### src/rtl/crc16_bit_step.sv
`default_nettype none
// +-----------------------------------------------------------------------------+
// | Module  : crc16_bit_step                                                    |
// | One MSB-first, non-reflected CRC16 LFSR step (combinational).               |
// | Revision: 1.0                                                               |
// +-----------------------------------------------------------------------------+
module crc16_bit_step (
   input  logic [15:0] lfsr_in,
   input  logic        data_bit,
   input  logic [15:0] poly,
   output logic [15:0] lfsr_out
);

   logic feedback;

   assign feedback = lfsr_in[15] ^ data_bit;
   assign lfsr_out = {lfsr_in[14:0], 1'b0} ^ (feedback ? poly : 16'h0000);

endmodule : crc16_bit_step
`default_nettype wire

### config.mk
export PLATFORM = sky130hd
export DESIGN_NAME = crc16_bit_step
export DESIGN_NICKNAME = d
export VERILOG_FILES = /design/src/rtl/crc16_bit_step.sv
export SDC_FILE = /design/constraint.sdc
export NUM_CORES = 1
export LEC_CHECK = 0
export BUFFER_PORTS_ARGS = -buffer_cell sky130_fd_sc_hd__buf_2
export CAP_MARGIN = 30
export CORE_AREA = 2 2 39 41
export DETAILED_ROUTE_END_ITERATION = 6
export DIE_AREA = 0 0 41 43
export REMOVE_ABC_BUFFERS = 1
export SLEW_MARGIN = 20
export SYNTH_ARGS = -nofsm -noshare
export SYNTH_HDL_FRONTEND = slang
export SYNTH_SLANG_ARGS = --single-unit
### constraint.sdc
create_clock -name vclk -period 1
set_input_delay 0.15 -clock vclk [all_inputs]
set_output_delay 0.15 -clock vclk [all_outputs]
set_load 0.1 [all_outputs]
==> metrics.csv <==
metric,value,unit
status,"finished, violations left",
failing checks,negative setup slack,
RSZ-0062 raised after global routing,true,
Horiz. Die Dim,41,um
dpl cell area,734,um2
n_diodes,0,
crit end category,primary output,
Clock buffer cells,0,
Worst EP arrival,1.10,ns
Rel. slew slack,87.7,%
clock period minus worst slack,1.25,ns
post-synth cell types,6,
met2 Resource Use GR,24.7,%
Die Ht,43,um
critical path class,in -> out,
antenna-violating nets left,0,
gr usage total,12.4,%
GRT Residual Overflow,0,
Seq cells,0,
layout cells sized above 1,100,%
met3 Use GR,2.09,%
FP Rows,14,
"Avg Cell Area, Syn",6.82,um2
"critical path, cell by cell",buf_8 > xor2_4 > buf_6 > nand2_2 > xnor2_2 > buf_12,
routed len/inst,11.3,um
peak fanout along the critical path,5,
Pwr Density,1290,nW/um2
final setup margin,-0.248,ns
Crit-path slowest cell,xor2_4,
vias in the first global route,396,
Vias per Instance,4.15,
Die Area,1760,um2
net count of the finished layout,119,
Initial Util,16.3,%
First-pass DRT Iterations,4,
Area Growth Syn to Fin,417,%
final hold violations,0,
# Post-CTS Setup Buffers,0,
number of port buffers,49,
Tightest Pin Transition,0.183,ns
area of the core,1380,um2
Critical path origin,data_bit,
layer with the highest usage,met2,
hold crit path type,in -> out,
initial DRC count,1,
IO Pins,49,
antenna violations before repair,0,
Max-Cap Viols,0,
CP bufs+invs,3,
mapped cell area,225,um2
register area share after synthesis,0,%
Worst Setup Start Kind,input port,
CP required,0.85,ns
"Setup violations, final",16,
Routed WL,1.13,mm
global-route wire length before repair,1.59,mm
largest net degree at the start of global routing,7,
Final period util,125,%
Final Cell Area,1160,um2
met1 Usage GRT,13.0,%
VDD IR max,0.000765,V
"Cell Count, Final, Fillers Out",100,
post-cts hold buffer count,0,
Slew Limit Fails,0,
f_max,801,MHz
Hold Startpoint,lfsr_in[0],
via count,415,
RePlAce Congestion,0.607,
FF/Latch Area,0,um2
dpl ws,-0.339,ns
Inst Count DP,99,
Mapped Cells,33,
worst hold slack,0.653,ns
DR DRC count,0,
max incr delay on CP,0.21,ns
Lkg Pwr,0.000569,uW
Synth Warn #,0,
"delay-heaviest family, CP",buffers and inverters,
==> stage by stage <==
| step | util (%) | power, uW | TNS, ns |
|---|---|---|---|
| after floorplan | - | 723 | -21.74 |
| after global placement | 53.1 | 1190 | -4.12 |
| after detailed placement | 53.1 | 1200 | -4.52 |
| after CTS | 79.7 | 1470 | -3.88 |
| after global routing | 84.2 | 1550 | -4.12 |
| final | 84.2 | 1510 | -3.48 |
==> layer usage <==
metal | vias up | routed length, um
met3 | 0 | 148
met4 | 0 | 0
met5 | - | 0
met2 | 33 | 630
met1 | 183 | 348
li1 | 199 | -
==> path summary, 6_finish.rpt <==
kind,to,slack [ns],cells after the start
worst min-delay path,lfsr_out[1],0.65,3
worst max-delay path,lfsr_out[1],-0.25,6
==> power by group <==
group          internal [uW]  total, uW  switching (uW)
registers                  0          0               0
logic                    607       1510             901
clock network              0          0               0
total                    607       1510             901
==> area by class of cell <==
type                            instances  area (um2)
Fill cell                              67         219
Multi-Input combinational cell         32         602
Tap cell                               16        20.0
Timing Repair Buffer                   52         543
==> cells in the final DEF (no fill, tap or decap) <==
master,count
and2_4,1
buf_12,16
buf_2,31
buf_6,2
buf_8,3
nand2_2,1
nand2_4,14
xnor2_2,1
xnor2_4,14
xor2_4,1
==> Yosys cell counts <==
cell type	instances	area, um2
xor2_2	1	16.3
nand2_1	14	52.6
and2_2	1	7.51
xnor2_1	15	131
nand2_2	1	6.26
buf_6	1	11.3
==> repair_timing <==
item                                    in CTS  in global routing
gates cloned                                 1                  0
gates resized for setup                     62                  8
hold endpoints to repair                     0                  0
pin swaps                                   26                 19
endpoints found under the setup margin      16                 16
==> cells by family (layout without fill, tap and decap cells) <==
group	count (synthesis)	after routing	share of synthesized area, %
AND/OR/NAND/NOR	16	16	29.4
XOR/XNOR	16	16	65.6
buffers and inverters	1	52	5.00
No activity file was read; power rests on OpenSTA's default activity.
